## src/rtl/sdreq_mem_responder.sv

```systemverilog
// ============================================================================
// Module   : sdreq_mem_responder
// Brief    : Memory-side responder for the sdreq/sursp channel. It serves
//            each request from a line-granular backing store and can forward
//            data from a snooping peer cache.
// Revision : 1.0 - initial release
// ============================================================================
`default_nettype none

module sdreq_mem_responder #(
    parameter int ADDR_WIDTH = 32,
    parameter int DATA_WIDTH = 32,
    parameter int MEM_DEPTH  = 16,
    parameter int RD_LATENCY = 2
) (
    input  logic                  clk,
    input  logic                  rst,
    input  logic                  sdreq_valid,
    output logic                  sdreq_ready,
    input  logic [2:0]            sdreq_op,
    input  logic [ADDR_WIDTH-1:0] sdreq_addr,
    input  logic [DATA_WIDTH-1:0] sdreq_data,
    input  logic                  snp_hit,
    input  logic [DATA_WIDTH-1:0] snp_data,
    output logic                  sursp_valid,
    input  logic                  sursp_ready,
    output logic [2:0]            sursp_rsp,
    output logic [DATA_WIDTH-1:0] sursp_data
);

    localparam logic [2:0] c_SDREQ_RD   = 3'b000;
    localparam logic [2:0] c_SDREQ_RFO  = 3'b001;
    localparam logic [2:0] c_SDREQ_INV  = 3'b010;
    localparam logic [2:0] c_SDREQ_WB   = 3'b011;
    localparam logic [2:0] c_SURSP_OKAY  = 3'b000;
    localparam logic [2:0] c_SURSP_FETCH = 3'b001;
    localparam logic [2:0] c_SURSP_SNOOP = 3'b010;
    localparam logic [2:0] c_SURSP_ERROR = 3'b011;

    localparam int IDX_W = (MEM_DEPTH > 1) ? $clog2(MEM_DEPTH) : 1;
    localparam int CNT_W = $clog2(RD_LATENCY + 1);
    localparam logic [CNT_W-1:0]      c_CNT_FIRST = CNT_W'(1);
    localparam logic [CNT_W-1:0]      c_CNT_LAST  = CNT_W'(RD_LATENCY);
    localparam logic [ADDR_WIDTH-1:0] c_ADDR_LIM  = ADDR_WIDTH'(MEM_DEPTH);

    typedef enum logic [1:0] {
        ST_IDLE = 2'd0,
        ST_WAIT = 2'd1,
        ST_RSP  = 2'd2
    } state_t;

    state_t                  state_q, state_d;
    logic [CNT_W-1:0]        cnt_q, cnt_d;
    logic [2:0]              op_q, op_d;
    logic [ADDR_WIDTH-1:0]   addr_q, addr_d;
    logic [DATA_WIDTH-1:0]   wdata_q, wdata_d;
    logic                    hit_q, hit_d;
    logic [DATA_WIDTH-1:0]   sdata_q, sdata_d;
    logic [2:0]              rsp_q, rsp_d;
    logic [DATA_WIDTH-1:0]   rdata_q, rdata_d;
    logic [DATA_WIDTH-1:0]   mem_q [MEM_DEPTH];

    logic                    w_accept;
    logic                    w_err;
    logic [IDX_W-1:0]        w_idx;
    logic                    w_mem_we;
    logic [DATA_WIDTH-1:0]   w_mem_wdata;

    assign sdreq_ready = (state_q == ST_IDLE) && !rst;
    assign sursp_valid = (state_q == ST_RSP) && !rst;
    assign sursp_rsp   = rsp_q;
    assign sursp_data  = rdata_q;
    assign w_accept    = sdreq_valid && sdreq_ready;

    // The full captured address is range-checked, so an out-of-range address never aliases a real line.
    assign w_err = op_q[2] || (addr_q >= c_ADDR_LIM);
    assign w_idx = addr_q[IDX_W-1:0];

    always_comb begin
        state_d     = state_q;
        cnt_d       = cnt_q;
        op_d        = op_q;
        addr_d      = addr_q;
        wdata_d     = wdata_q;
        hit_d       = hit_q;
        sdata_d     = sdata_q;
        rsp_d       = rsp_q;
        rdata_d     = rdata_q;
        w_mem_we    = 1'b0;
        w_mem_wdata = '0;
        case (state_q)
            ST_IDLE: begin
                if (w_accept) begin
                    op_d    = sdreq_op;
                    addr_d  = sdreq_addr;
                    wdata_d = sdreq_data;
                    hit_d   = snp_hit;
                    sdata_d = snp_data;
                    cnt_d   = c_CNT_FIRST;
                    state_d = ST_WAIT;
                end
            end
            ST_WAIT: begin
                if (!w_err && op_q == c_SDREQ_WB && cnt_q == c_CNT_FIRST) begin
                    w_mem_we    = 1'b1;
                    w_mem_wdata = wdata_q;
                end
                if (cnt_q == c_CNT_LAST) begin
                    cnt_d   = '0;
                    state_d = ST_RSP;
                    rsp_d   = c_SURSP_OKAY;
                    rdata_d = '0;
                    if (w_err) begin
                        rsp_d = c_SURSP_ERROR;
                    end else if (op_q == c_SDREQ_RD || op_q == c_SDREQ_RFO) begin
                        if (hit_q) begin
                            rsp_d   = c_SURSP_SNOOP;
                            rdata_d = sdata_q;
                            // A read snoop downgrades the peer's modified copy to shared, so memory takes the flush.
                            if (op_q == c_SDREQ_RD) begin
                                w_mem_we    = 1'b1;
                                w_mem_wdata = sdata_q;
                            end
                        end else begin
                            rsp_d   = c_SURSP_FETCH;
                            rdata_d = mem_q[w_idx];
                        end
                    end
                end else begin
                    cnt_d = cnt_q + CNT_W'(1);
                end
            end
            ST_RSP: begin
                if (sursp_ready) begin
                    state_d = ST_IDLE;
                end
            end
            default: begin
                state_d = ST_IDLE;
            end
        endcase
    end

    always_ff @(posedge clk) begin
        if (rst) begin
            state_q <= ST_IDLE;
            cnt_q   <= '0;
            op_q    <= c_SDREQ_INV;
            addr_q  <= '0;
            wdata_q <= '0;
            hit_q   <= 1'b0;
            sdata_q <= '0;
            rsp_q   <= c_SURSP_OKAY;
            rdata_q <= '0;
            for (int i = 0; i < MEM_DEPTH; i++) begin
                mem_q[i] <= '0;
            end
        end else begin
            state_q <= state_d;
            cnt_q   <= cnt_d;
            op_q    <= op_d;
            addr_q  <= addr_d;
            wdata_q <= wdata_d;
            hit_q   <= hit_d;
            sdata_q <= sdata_d;
            rsp_q   <= rsp_d;
            rdata_q <= rdata_d;
            if (w_mem_we) begin
                mem_q[w_idx] <= w_mem_wdata;
            end
        end
    end

endmodule

`default_nettype wire

```

## config.mk

```make
export PLATFORM = sky130hd
export DESIGN_NAME = sdreq_mem_responder
export DESIGN_NICKNAME = d
export VERILOG_FILES = /design/src/rtl/sdreq_mem_responder.sv
export SDC_FILE = /design/constraint.sdc
export NUM_CORES = 1
export LEC_CHECK = 0
export CAP_MARGIN = 25
export CORE_MARGIN = 8
export CORE_UTILIZATION = 30
export CTS_BUF_LIST = sky130_fd_sc_hd__clkbuf_8
export DETAILED_ROUTE_END_ITERATION = 8
export HOLD_SLACK_MARGIN = 0.15
export SYNTH_ARGS = -nofsm -noshare
export SYNTH_HDL_FRONTEND = slang
export SYNTH_SLANG_ARGS = --single-unit
export TNS_END_PERCENT = 10
```

## constraint.sdc

```tcl
create_clock -name clk -period 3.2 [get_ports clk]
set_clock_uncertainty 0.1 [all_clocks]
set_input_delay 0.32 -clock clk [delete_from_list [all_inputs] [get_ports clk]]
set_output_delay 0.32 -clock clk [all_outputs]
set_load 0.005 [all_outputs]
```

; Word level (Yosys, flattened, before mapping)
; Memories as Yosys holds them, arrays and structs flattened. A register that Yosys moved wholly into a read port is not among the register bits.
; Index checks and enable logic that the tools add are counted.
[op_classes]
add_sub_neg = 1
order_cmp = 1
n_eq_ne = 9
muxes = 36
n_reduce_logical = 17
[ops]
columns = operator, n
row1 = 32-bit 2-to-1 mux, 11
row2 = "32-bit by 5-bit greater-or-equal comparator with 1-bit output, second input constant", 1
row3 = 32-bit OR reduction, 1
row4 = 2-bit 2-to-1 mux, 7
row5 = 1-bit 2-to-1 mux, 13
row6 = 4-bit 2-to-1 mux, 3
row7 = "2-bit inequality test, second input constant", 3
row8 = 2-bit case mux with 3 select lines, 1
row9 = 2-bit AND reduction, 3
row10 = 1-bit logical AND, 5
row11 = "2-bit by 1-bit equality test with 1-bit output, second input constant", 2
row12 = "2-bit equality test, second input constant", 2
row13 = 2-bit case mux with 2 select lines, 1
row14 = "3-bit by 1-bit equality test with 1-bit output, second input constant", 1
row15 = "3-bit by 2-bit equality test with 1-bit output, second input constant", 1
row16 = 3-bit logical NOT, 1
row17 = 3-bit AND reduction, 1
row18 = "2-bit by 1-bit adder with 2-bit output, second input constant", 1
row19 = 1-bit logical NOT, 2
row20 = 2-bit logical NOT, 1
row21 = 1-bit logical OR, 2
row22 = 2-bit nonzero test, 1
[totals]
ff_bits = 139
mem_bits_rw = 512
inputBits = 104
output_inout_bits = 37
word_cells = 74
mem_count = 1
[memory_table]
columns = memory, words, width, rd, rd_clocked_by_memory_dff, write_ports, line
row1 = mem_q, 16, 32, 1, 1, 16, 61  ; logic [DATA_WIDTH-1:0] mem_q [MEM_DEPTH];

; Depth between registers and ports, before layout
[logic_depth]
depth_word = 17
mapped_depth = 9
depth_no_buf = 5

; Least setup slack after synthesis
; Ideal clock, no wire load.
[synth_path]
path_type = register to register
from = reg state_q[0]
to = mem mem_q[14][0] (enable)
setup_ps = 394
arrival_ps = 2339
t_required_ps = 2706
path_slack_ps = 367
stages_incl_launch_ff = 8
path_buffers = 2
period_less_slack_ps = 2833
cell_sequence = dfxtp_1 > buf_2 > nor2b_1 > clkbuf_1 > nand3b_1 > nor4_2 > nand4b_1 > nand2b_1
[synth_lines]
columns = element, line
row1 = start: declaration, 52  ; state_t state_q, state_d;
row2 = start signal: assignment, 159  ; state_q <= state_d;
row3 = end: declaration, 61

==> impl_metrics.py <==
metrics = {
    "cts": {
        "cts_sinks": 654,
        "cts_tree": "done",
        "cts_max_path_buffers": 3,
        "cts_root_buf": "clkbuf_8",
        "path_clk_slew_ns": 0.06,
        "clk_latency_ns": 0.71,
        "htree_levels": 3,
        "numCtsBuffers": 102,
    },
    "placed_design": {
        "port_buffers": 139,
        "dp.cells": 3523,
        "place_congestion": 0.834,
        "place_hpwl_mm": 52.5,
        "dpl_cell_area_sq_mm": 0.0311,
    },
    "drt": {
        "totalWireLength_mm": 82.9,
        "drc": 0,
        "routedWlPerCell_microns": 21.7,
        "via_count": 19400,
        "vias_per_cell": 5.09,
        "ant_nets": 0,
        "drtIter0Drc": 2103,
        "firstDrtPassIters": 6,
    },
    "worst_setup_path": {
        "timing.rr.start": "addr_q[4]",
        "critPathMaxFanout": 17,
        "arrival_ns": 3.09,
        "rr_endpoint": "mem_q[5][19]",
        "path_cells": "nor4_1, nand4_2, nor3_2, nand3_1, nand2b_2, buf_4",
        "crit_start": "addr_q[4]",
        "startpoint_type": "flip-flop",
        "cpMaxStageDelayCell": "nor3_2",
        "cpPeakStageDelay_ns": 0.54,
        "end_kind": "flip-flop",
        "r2r_cells": 6,
        "crit_type": "reg2reg",
        "crit_family": "simple AND/OR/NAND/NOR gates",
        "rrSetupSlack_ns": 0.35,
        "crit_required_ns": 3.44,
        "crit_cells": 6,
        "crit_buf_inv": 1,
    },
    "pwr": {
        "p_seq_share_pct": 53.3,
        "static-leakage-power_nw": 11.2,
        "irDropWorstVdd_mv": 0.311,
        "p_int_mw": 13.7,
        "pwr-share-clk_pct": 38.7,
        "p_switching_mw": 4.35,
        "power_density_mw_per_mm2": 529,
        "p_comb_share_pct": 8.0,
        "swShare_pct": 24.1,
    },
    "synth": {
        "ys_types": 46,
        "synth_top_cell_area_share_pct": 55.2,
        "netlist_area_sq_mm": 0.0278,
        "synth-seq-cells": 654,
        "yosys-top-cells-area": "edfxtp_1, dfxtp_1, mux4_2",
        "synth.avg_cell_area_sq_um": 12.5,
        "yosysSeqAreaShare_pct": 65.4,
        "syn_nets": 2333,
        "synth_cells": 2229,
        "synth.yosys.warnings": 0,
        "yosysTopAreaCell": "edfxtp_1",
    },
    "finish": {
        "syn_to_final_growth_pct": 22.7,
        "final_nets": 2589,
        "fin_util_pct": 37.2,
        "final_cell_area_sq_mm": 0.0342,
        "final_cell_mix": "nor2_1, edfxtp_1, dfxtp_1",
        "layout_commonest_cell": "nor2_1",
        "final_layout_size_suffix_gt1_share_pct": 16.2,
        "fin_cells": 3818,
    },
    "sta": {
        "slew_headroom_pct": 34.3,
        "rsz0062_at_grt": "no",
        "final_hold_viol_count": 0,
        "finalSetupViolCount": 0,
        "min_period_ns": 2.85,
        "tns_ns": 0,
        "fin_crit_sh_pct": 89.0,
        "fmax_ghz": 0.351,
        "slew_viol_final": 0,
        "timing.hold.ws_ns": 0.243,
        "worst_pin_slew_ns": 0.986,
    },
    "grt": {
        "grt_pass1_vias": 19800,
        "grt_pass1_wl_mm": 123,
        "antenna_found_initial": 2,
        "grt_overflow_total": 0,
        "grt_max_degree": 106,
        "grt_use_total_pct": 15.7,
    },
    "min_path": {
        "hold_path_depth": 3,
        "hp-class": "in2reg",
        "min_from": "sdreq_addr[3]",
    },
    "floorplanning": {
        "die_w_microns": 321,
        "die_area_sq_mm": 0.103,
        "row_count": 111,
        "io_pins": 141,
        "initial_utilization_pct": 30.3,
        "core_sq_mm": 0.0918,
        "die-height_microns": 321,
    },
    "outcome": {
        "status": "complete, no violations",
    },
    "flow_run": {
        "drv_cap": 0,
    },
}
==> timing repair <==
item | 4_1_cts | 5_1_grt
setup endpoints to repair | 0 | 1
endpoints found under the hold margin | 101 | 0
buffers inserted | 0 | 0
gates resized for setup | 0 | 1
hold buffers | 100 | 0
==> through the flow <==
| step | worst slack (ns) | power [mW] |
|---|---|---|
| 2_1_floorplan | 0.367 | 10.5 |
| 3_3_place_gp | 0.253 | 11.1 |
| 3_5_place_dp | 0.337 | 11.1 |
| 4_1_cts | 0.286 | 18.2 |
| 5_1_grt | 0.218 | 18.7 |
| 6_report | 0.352 | 18.1 |
==> worst max-delay path by stage <==
stage | to | slack (ns)
6_report | mem_q[5][19] | 0.35
2_1_floorplan | mem_q[14][0] | 0.37
4_1_cts | sursp_data[14] | 0.29
3_3_place_gp | mem_q[7][14] | 0.25
5_1_grt | mem_q[2][19] | 0.22
3_5_place_dp | sursp_data[14] | 0.34
==> synth_stat cells (all sizes together) <==
cell	number
nor4	10
nand4	2
nand4b	1
nor2	552
a21oi	13
a221oi	17
nor3b	25
o21ai	154
nor3	19
and3	50
and4bb	1
o22ai	17
o21a	8
a22o	30
nor4b	1
nand3	7
or3b	1
and2	3
a22oi	32
or2	1
o31ai	17
and4b	1
o221ai	2
nand2	113
mux2	34
nand3b	4
edfxtp	512
mux2i	35
a2111oi	1
or3	1
nand2b	127
clkinv	1
nor2b	4
a311oi	1
dfxtp	142
conb	1
clkbuf	166
buf	29
mux4	94
==> worst register-to-register path: stages, from the launching register on <==
cell	delay, ns
dfxtp_1	0.32
nor4_1	0.37
nand4_2	0.45
nor3_2	0.54
nand3_1	0.21
nand2b_2	0.13
buf_4	0.35
==> flip-flops by register name, indices dropped and copies added (netlist names), 3 cells and up, named ones only <==
register / count
sursp_data: 32
mem_q: 512
op_q: 3
addr_q: 32
sdata_q: 32
wdata_q: 32
==> layer usage <==
| layer | wire [microns] | GRT usage [%] |
|---|---|---|
| met3 | 6430 | 2.94 |
| met2 | 41000 | 26.8 |
| met1 | 32700 | 19.7 |
| met5 | 13 | 0 |
| met4 | 2720 | 5.75 |
==> cell type report <==
class / count / area (sq um)
sequential: 654 / 18200
timing repair buffer: 347 / 3440
clock inverter: 81 / 484
fill: 8738 / 57600
clock buffer: 112 / 1540
inverter: 1 / 7.51
multi-input combinational: 1379 / 8900
tap: 1243 / 1560
antenna: 1 / 2.50
==> cells by family (layout without fill, tap and decap cells) <==
| logic type | Yosys count | in the layout | synth area share [%] |
|---|---|---|---|
| other cells | 1 | 2 | 0.0135 |
| buf+inv | 196 | 541 | 2.82 |
| simple gates | 923 | 923 | 15.0 |
| compound gates | 292 | 292 | 6.53 |
| flops | 654 | 654 | 65.4 |
| mux | 163 | 163 | 10.2 |
==> power groups by stage <==
stage	sequential, mW	clock [mW]	combinational (mW)
after floorplan	9.70	0	0.826
after global placement	9.78	0	1.33
after detailed placement	9.80	0	1.35
after CTS	9.62	7.12	1.45
after global routing	9.64	7.47	1.55
final	9.61	6.99	1.45
Note: power is estimated with default switching activity, not from simulation.
